--- src/rtl/drp_pkg.sv ---
// rtl/drp_pkg.sv - widths, address map and FSM states shared by the DRP responder
package drp_pkg;
   localparam int DRP_AW    = 7;
   localparam int DRP_DW    = 16;
   localparam int MINMAX_CH = 3;

   localparam logic [DRP_AW-1:0] ADDR_CTRL_BASE = 7'h40;
   localparam logic [DRP_AW-1:0] ADDR_MAX_BASE  = 7'h20;
   localparam logic [DRP_AW-1:0] ADDR_MIN_BASE  = 7'h24;

   localparam logic [DRP_DW-1:0] MIN_RESET = 16'hFFF0;

   typedef enum logic [1:0] {IDLE, WAIT, RESP} drp_state_e;
endpackage

--- src/rtl/drp_minmax_tracker.sv ---
// rtl/drp_minmax_tracker.sv - running max/min of the stored 16-bit sample for channels 0..2
module drp_minmax_tracker
   import drp_pkg::*;
(
   input  logic                              clk,
   input  logic                              rst,
   input  logic                              sample_valid_i,
   input  logic [4:0]                        sample_chan_i,
   input  logic [DRP_DW-1:0]                 value_i,
   output logic [MINMAX_CH-1:0][DRP_DW-1:0]  max_o,
   output logic [MINMAX_CH-1:0][DRP_DW-1:0]  min_o
);

   logic [MINMAX_CH-1:0][DRP_DW-1:0] max_q, max_d;
   logic [MINMAX_CH-1:0][DRP_DW-1:0] min_q, min_d;

   always_comb begin
      max_d = max_q;
      min_d = min_q;
      for (int i = 0; i < MINMAX_CH; i++) begin
         if (sample_valid_i && sample_chan_i == 5'(i)) begin
            if (value_i > max_q[i]) max_d[i] = value_i;
            if (value_i < min_q[i]) min_d[i] = value_i;
         end
      end
   end

   always_ff @(posedge clk) begin
      if (rst) begin
         for (int i = 0; i < MINMAX_CH; i++) begin
            max_q[i] <= '0;
            min_q[i] <= MIN_RESET;
         end
      end else begin
         max_q <= max_d;
         min_q <= min_d;
      end
   end

   assign max_o = max_q;
   assign min_o = min_q;

endmodule

--- src/rtl/drp_responder.sv ---
// rtl/drp_responder.sv - XADC-style DRP register responder; DRP_MINMAX_EN adds min/max tracking at 0x20-0x26
module drp_responder
   import drp_pkg::*;
#(
   parameter int unsigned DRDY_LAT = 4
)(
   input  logic              clk,
   input  logic              rst,
   input  logic              den,
   input  logic              dwe,
   input  logic [DRP_AW-1:0] daddr,
   input  logic [DRP_DW-1:0] di,
   output logic              drdy,
   output logic [DRP_DW-1:0] do_data,
   output logic              busy,
   output logic              err,
   input  logic              sample_valid,
   input  logic [4:0]        sample_chan,
   input  logic [11:0]       sample_data,
   output logic              eoc_out,
   output logic [4:0]        channel_out
);

   localparam logic [3:0] LAT_M1 = 4'(DRDY_LAT - 1);

   // Only the reachable parts of the map are stored: samples at 0x00-0x1F, control at 0x40-0x7F.
   logic [DRP_DW-1:0] status_q [32];
   logic [DRP_DW-1:0] ctrl_q   [64];

   drp_state_e        state_q, state_d;
   logic [3:0]        cnt_q, cnt_d;
   logic [DRP_AW-1:0] addr_q, addr_d;
   logic              we_q, we_d;
   logic [DRP_DW-1:0] wdata_q, wdata_d;
   logic              err_q, eoc_q;
   logic [4:0]        chan_q;
   logic [DRP_DW-1:0] rd_data;

   always_comb begin
      state_d = state_q;
      cnt_d   = cnt_q;
      addr_d  = addr_q;
      we_d    = we_q;
      wdata_d = wdata_q;
      unique case (state_q)
         IDLE: if (den) begin
            addr_d  = daddr;
            we_d    = dwe;
            wdata_d = di;
            cnt_d   = LAT_M1;
            state_d = (LAT_M1 == 4'd0) ? RESP : WAIT;
         end
         WAIT: begin
            cnt_d = cnt_q - 4'd1;
            if (cnt_q == 4'd1) state_d = RESP;
         end
         RESP:    state_d = IDLE;
         default: state_d = IDLE;
      endcase
   end

`ifdef DRP_MINMAX_EN
   logic [MINMAX_CH-1:0][DRP_DW-1:0] max_w, min_w;

   drp_minmax_tracker u_minmax (
      .clk            (clk),
      .rst            (rst),
      .sample_valid_i (sample_valid),
      .sample_chan_i  (sample_chan),
      .value_i        ({sample_data, 4'h0}),
      .max_o          (max_w),
      .min_o          (min_w)
   );
`endif

   always_comb begin
      rd_data = '0;
      if (addr_q >= ADDR_CTRL_BASE) begin
         rd_data = ctrl_q[addr_q[5:0]];
      end else if (addr_q < ADDR_MAX_BASE) begin
         rd_data = status_q[addr_q[4:0]];
      end
`ifdef DRP_MINMAX_EN
      for (int i = 0; i < MINMAX_CH; i++) begin
         if (addr_q == ADDR_MAX_BASE + 7'(i)) rd_data = max_w[i];
         if (addr_q == ADDR_MIN_BASE + 7'(i)) rd_data = min_w[i];
      end
`endif
   end

   always_ff @(posedge clk) begin
      if (rst) begin
         state_q <= IDLE;
         cnt_q   <= '0;
         addr_q  <= '0;
         we_q    <= 1'b0;
         wdata_q <= '0;
         err_q   <= 1'b0;
         eoc_q   <= 1'b0;
         chan_q  <= '0;
         for (int i = 0; i < 32; i++) status_q[i] <= '0;
         for (int i = 0; i < 64; i++) ctrl_q[i]   <= '0;
      end else begin
         state_q <= state_d;
         cnt_q   <= cnt_d;
         addr_q  <= addr_d;
         we_q    <= we_d;
         wdata_q <= wdata_d;
         err_q   <= den && (state_q != IDLE);
         eoc_q   <= sample_valid;
         if (sample_valid) begin
            chan_q                <= sample_chan;
            status_q[sample_chan] <= {sample_data, 4'h0};
         end
         // Writes commit at the end of RESP, so a read in RESP never sees them.
         if (state_q == RESP && we_q && addr_q >= ADDR_CTRL_BASE)
            ctrl_q[addr_q[5:0]] <= wdata_q;
      end
   end

   assign drdy        = (state_q == RESP);
   assign do_data     = (state_q == RESP && !we_q) ? rd_data : '0;
   assign busy        = (state_q != IDLE);
   assign err         = err_q;
   assign eoc_out     = eoc_q;
   assign channel_out = chan_q;

endmodule

--- config.mk ---
export PLATFORM = sky130hd
export DESIGN_NAME = drp_responder
export DESIGN_NICKNAME = d
export VERILOG_FILES = /design/src/rtl/drp_pkg.sv /design/src/rtl/drp_minmax_tracker.sv /design/src/rtl/drp_responder.sv
export SDC_FILE = /design/constraint.sdc
export NUM_CORES = 2
export LEC_CHECK = 0
export BUFFER_PORTS_ARGS = -buffer_cell sky130_fd_sc_hd__buf_2
export CAP_MARGIN = 25
export CORE_MARGIN = 4
export CORE_UTILIZATION = 26
export CTS_BUF_LIST = sky130_fd_sc_hd__clkbuf_8
export DETAILED_ROUTE_END_ITERATION = 8
export PLACE_DENSITY_LB_ADDON = 0.3
export SLEW_MARGIN = 20
export SYNTH_ARGS = -nofsm -noshare
export SYNTH_HDL_FRONTEND = slang
export SYNTH_SLANG_ARGS = --single-unit
--- constraint.sdc ---
create_clock -name clk -period 2.9 [get_ports clk]
set_input_delay 0.58 -clock clk [delete_from_list [all_inputs] [get_ports clk]]
set_output_delay 0.58 -clock clk [all_outputs]
set_load 0.005 [all_outputs]
-- Word level (Yosys, flattened, before mapping)
Memories as Yosys holds them, arrays and structs flattened. A register that Yosys moved wholly into a read port is not among the register bits.
Cells that the tools add are included.
W data, S select, Z words.
- memories: 2
- logic and storage cells: 57
- register bits: 37
- output and inout port bits: 25
- input bits: 45
- RAM bits: 1408
- memories (memory ; depth ; width ; rd ports ; clocked after memory_dff ; wr ports ; RTL line ; source):
    ctrl_q ; 64 ; 16 ; 1 ; 1 ; 64 ; drp_responder.sv:28 ; logic [DRP_DW-1:0] ctrl_q [64];
    status_q ; 32 ; 12 ; 1 ; 1 ; 32 ; drp_responder.sv:27 ; logic [DRP_DW-1:0] status_q [32];
- mux-type cells: 26
- magnitude comparators: 2
- reductions and logical operators: 13
- add/subtract/negate cells: 1
- eq/ne operators: 5
- operator list (operator ; count):
    $mux W16 ; 4
    $mux W6 ; 3
    $reduce_or A16 Y1 ; 1
    $mux W5 ; 3
    $mux W12 ; 1
    $reduce_or A12 Y1 ; 1
    $mux W1 ; 10
    $pmux W4 S2 ; 1
    $ge A7 B7 Y1 const B ; 1
    $lt A7 B6 Y1 const B ; 1
    $reduce_and A2 Y1 ; 3
    $eq A4 B1 Y1 const B ; 1
    $logic_and A1 B1 Y1 ; 4
    $mux W2 ; 2
    $mux W4 ; 1
    $ne A2 B2 Y1 const B ; 2
    $pmux W2 S2 ; 1
    $reduce_bool A2 Y1 ; 2
    $sub A4 B1 Y4 const B ; 1
    $eq A2 B1 Y1 const B ; 1
    $eq A2 B2 Y1 const B ; 1
    $logic_not A2 Y1 ; 1
    $logic_not A1 Y1 ; 1

-- Logic depth before layout (Yosys ltp)
- word-level depth: 8
- mapped depth: 10

-- Worst setup path after synthesis
OpenSTA, ideal clock, no wires.
- path kind: reg2out
- start point: register with a tool-made name
- end point: output port do_data[13]
- stages on the path, launching flop included: 8
- data arrival time: 1.859 ns
- slack: 0.461 ns
- buffers on the path: 3
- data required time: 2.320 ns
- path through: dfxtp_1 buf_4 buf_8 buf_4 mux4_2 mux2_2 o221ai_1 nand3_1
- RTL lines (what ; RTL line ; source):
    end: declaration ; drp_responder.sv:14 ; output logic [DRP_DW-1:0] do_data,

==> summary.md <==
| Metric | Value |
|---|---|
| Final Max Tran Viols | 0 |
| R2r startpoint | state_q[0]$_SDFFE_PP0P_ |
| Via-to-Cell Ratio | around 4.6 |
| Initial Utilization | 26.23% |
| Vias | 38607 |
| Required time of the critical path | ~2300 ps |
| IO buf count | 69 |
| Avg WL per Cell | 24.98 um |
| PnR worst setup slack | -1217 ps |
| Die X-Extent | 512.6 um |
| DR DRC count | 0 |
| Non-filler cells, final | between 8000 and 9000 |
| Post-route clock skew | slightly above 90 ps |
| Register area share after synthesis | 65.18% |
| Worst Hold Depth | 3 |
| Failing checks | setup timing |
| Gpl congestion | approximately 0.87 |
| GRT overflow | 0 |
| Final Setup Violations | 16 |
| Mapped Area | roughly 0.066 mm2 |
| Crit. End Element | output port |
| CTS H-tree lvls | 5 |
| Async SR Flop Fraction | 0% |
| Post-synth EDFFs | about 1400 |
| Drt pass-1 iters | 5 |
| Clock Sinks | ~1500 |
| Hold_sp | daddr[2] |
| Setup TNS | -17750 ps |
| Status | finished, violations left |
| Row count | 184 |
| CTS tree | built |
| Core Area | approximately 0.25 mm2 |
| Slowest cell on the critical path | mux4_2 |
| Number of synthesized register bits | 1451 |
| Power per Cell Area | 575.1 mW/mm2 |
| Slew HR | approximately a third |
| Clock transition at path regs | 60 ps |
| Yosys top cell by area | edfxtp_1 |
| # nets final | between 4000 and 5000 |
| Top cell type's share of synthesized area | a little under two thirds |
| Post-Synthesis Cells | 4325 |
| First-pass GRT wire length | approximately 300000 um |
| Leak | 29.10 nW |
| Fraction of layout cells with a size suffix above 1 | between 30% and 40% |
| Synth cell types | 51 |
| Synth top area cells | edfxtp_1 64%, and2_1 13%, mux4_2 12%, clkbuf_1 1.6%, mux2i_1 1.5% |
| Peak VDD IR | 0.4774 mV |
| Critical path's top delay family | buffers and inverters |
| Clk Latency, worst-skew pair | approximately 1100 ps |
| Root buffer cell | clkbuf_8 |
| Hold Path Class | in2reg |
| R2r setup slk | ~400 ps |
| Worst Tran Pin Value | roughly 1000 ps |
| Max-Cap Viols | 0 |
| Cell repeated most along the worst path | buf_6 |
| Hold Crit Endpoint | addr_q[2]$_SDFFE_PP0P_ |
| Remaining antenna violation count | 0 |
| Critical path's largest stage delay | ~490 ps |
| Endpoint of the worst-slack reg-to-reg timing path | ctrl_q[43][6]$_SDFFCE_PN0P_ |
| Final Hold Viols | 0 |
| Nature of the critical path startpoint | register |
| Fmax | 242.9 MHz |
| Largest net degree at the start of global routing | 100 |
| Buf/Inv on CP | 7 |
| Total GRT Usage | between 10% and 20% |
| RSZ-0062 raised after global routing | true |
| Routed WL | around 210000 um |
| I/O pins | 70 |
| Drt initial violations | 3347 |
| Full die area | between 0.2 and 0.3 mm2 |
| Placed cells | between 7000 and 8000 |
| Synth-to-Final Area Change | 22.24% |
| Num CTS Buffers | 274 |
| Longest Clk Path Bufs | 4 |
| Initial antenna violation count | 4 |
| Minimum clock period | 4117 ps |
| Yosys warning count | 0 |
| Critical path cell sequence | buf_12, buf_16, buf_12, buf_6, mux4_2, mux2i_1, buf_4, a211oi_2, o221ai_1, nand3_1, buf_6, buf_6 |
| Crit path DAT | 3540 ps |
| Top FF cell, synth | edfxtp_1 |
| R2R cell count | 8 |
| CP max FO | 8 |
| Vias in the first global route | slightly above 40000 |
| Die Ht | 512.6 um |
| Detailed Place HPWL | about 140000 um |
| Fin crit share | 141.9% |
| Syn Nets | between 4000 and 5000 |
| WS Path Type | reg2out |
| Syn_area_per_cell | about 15 um2 |
-- placed cells by master, fill, tap and decap left out, types with 60 or more instances in the layout --
| master | instances |
|---|---|
| buf_4 | 402 |
| clkbuf_8 | 284 |
| buf_12 | 111 |
| inv_1 | 92 |
| buf_2 | 60 |
| edfxtp_1 | 1408 |
| nor2_1 | 139 |
| and2_1 | 1410 |
| or2_2 | 98 |
| nand2_1 | 81 |
| mux4_2 | 356 |
| mux2i_1 | 77 |
-- state kept, by name, summed over array words and instances (netlist names), named ones only --
register,count
err,1
ctrl_q,1024
status_q,384
channel_out,5
we_q,1
eoc_out,1
cnt_q,4
state_q,2
wdata_q,16
addr_q,7
-- how the worst max path moves through the flow --
stage / startpoint / endpoint / slack [ps] / depth (start not counted)
2_1_floorplan: register / do_data[13] / 460 / 7
3_3_place_gp: register / do_data[14] / -920 / 9
3_5_place_dp: register / do_data[14] / -940 / 9
4_1_cts: register / do_data[2] / -1310 / 9
5_1_grt: register / do_data[7] / -1310 / 12
6_report: register / do_data[7] / -1220 / 12
-- routing by layer --
metal / wire length [um] / vias to the layer above / global-route usage (%)
met5: 0 / - / 0
met4: 8608 / 0 / 6.469
met3: 11090 / 333 / 2.541
met2: 101100 / 1201 / 25.58
met1: 89020 / 20139 / 20.81
li1: - / 16934 / -
-- timing repair --
action	4_1_cts	5_1_grt
hold buffers	27	0
hold endpoints to repair	30	0
pin swaps	44	24
buffers inserted	51	21
resized for setup	235	59
gates cloned	6	2
endpoints found under the setup margin	16	16
-- stage by stage --
step,setup WS (ps),hold slack [ps],cell area (um2),util [%],total power (W)
global placement,-919.6,469.9,73940,29.31,0.02875
floorplan,461.5,467.3,66190,-,0.02652
CTS,-1311,20.55,80500,31.90,0.04694
global route,-1312,4.991,80910,32.06,0.04823
finish,-1217,93.54,80910,32.07,0.04653
detailed placement,-938.8,483.0,73940,29.31,0.02879
-- where the power goes --
group,internal (W),switching (W),total (W)
Sequential,0.0238,0.000351,0.0241
Combinational,0.00202,0.00267,0.00469
Clock,0.00906,0.00867,0.0177
-- area by class of cell --
class	count	area, um2
multi-input cells	2471	22100
clock inverters	169	694.4
inverters	5	20.02
well taps	3348	4189
diodes	3	7.507
flip-flops and latches	1451	43180
repair buffers	668	6814
clock buffers	284	3909
fillers	24749	171400
-- cell usage after synthesis, types with 5 or more instances --
| cell | number |
|---|---|
| a2111oi_0 | 9 |
| a211oi_1 | 11 |
| or2_2 | 98 |
| o21ai_0 | 13 |
| mux4_2 | 356 |
| buf_6 | 12 |
| or3b_2 | 6 |
| buf_2 | 41 |
| dfxtp_1 | 43 |
| nand2b_1 | 7 |
| o221ai_1 | 7 |
| a21oi_1 | 39 |
| inv_1 | 5 |
| nor3_1 | 6 |
| clkbuf_1 | 287 |
| mux2i_1 | 100 |
| nand2_1 | 88 |
| edfxtp_1 | 1408 |
| a22oi_1 | 26 |
| clkbuf_2 | 14 |
| o22ai_1 | 41 |
| nor2_1 | 152 |
| or3_1 | 6 |
| nand3_1 | 27 |
| nor2b_1 | 7 |
| buf_4 | 39 |
| nand3b_1 | 11 |
| mux2_2 | 13 |
| and2_1 | 1410 |
-- logic make-up after synthesis --
| kind of cell | count (synthesis) | synth area share, % |
|---|---|---|
| compound gates | 170 | 1.698 |
| fa+ha+maj | 2 | 0.03780 |
| buf+inv | 403 | 2.781 |
| flops | 1451 | 65.18 |
| mux | 469 | 13.85 |
| simple gates | 1830 | 16.46 |
-- worst min-delay path, cell delays in order --
cell and delay [ps]:
buf_2 100, nand2_1 220, a21oi_1 140
Power figures use the tool's default switching activity.
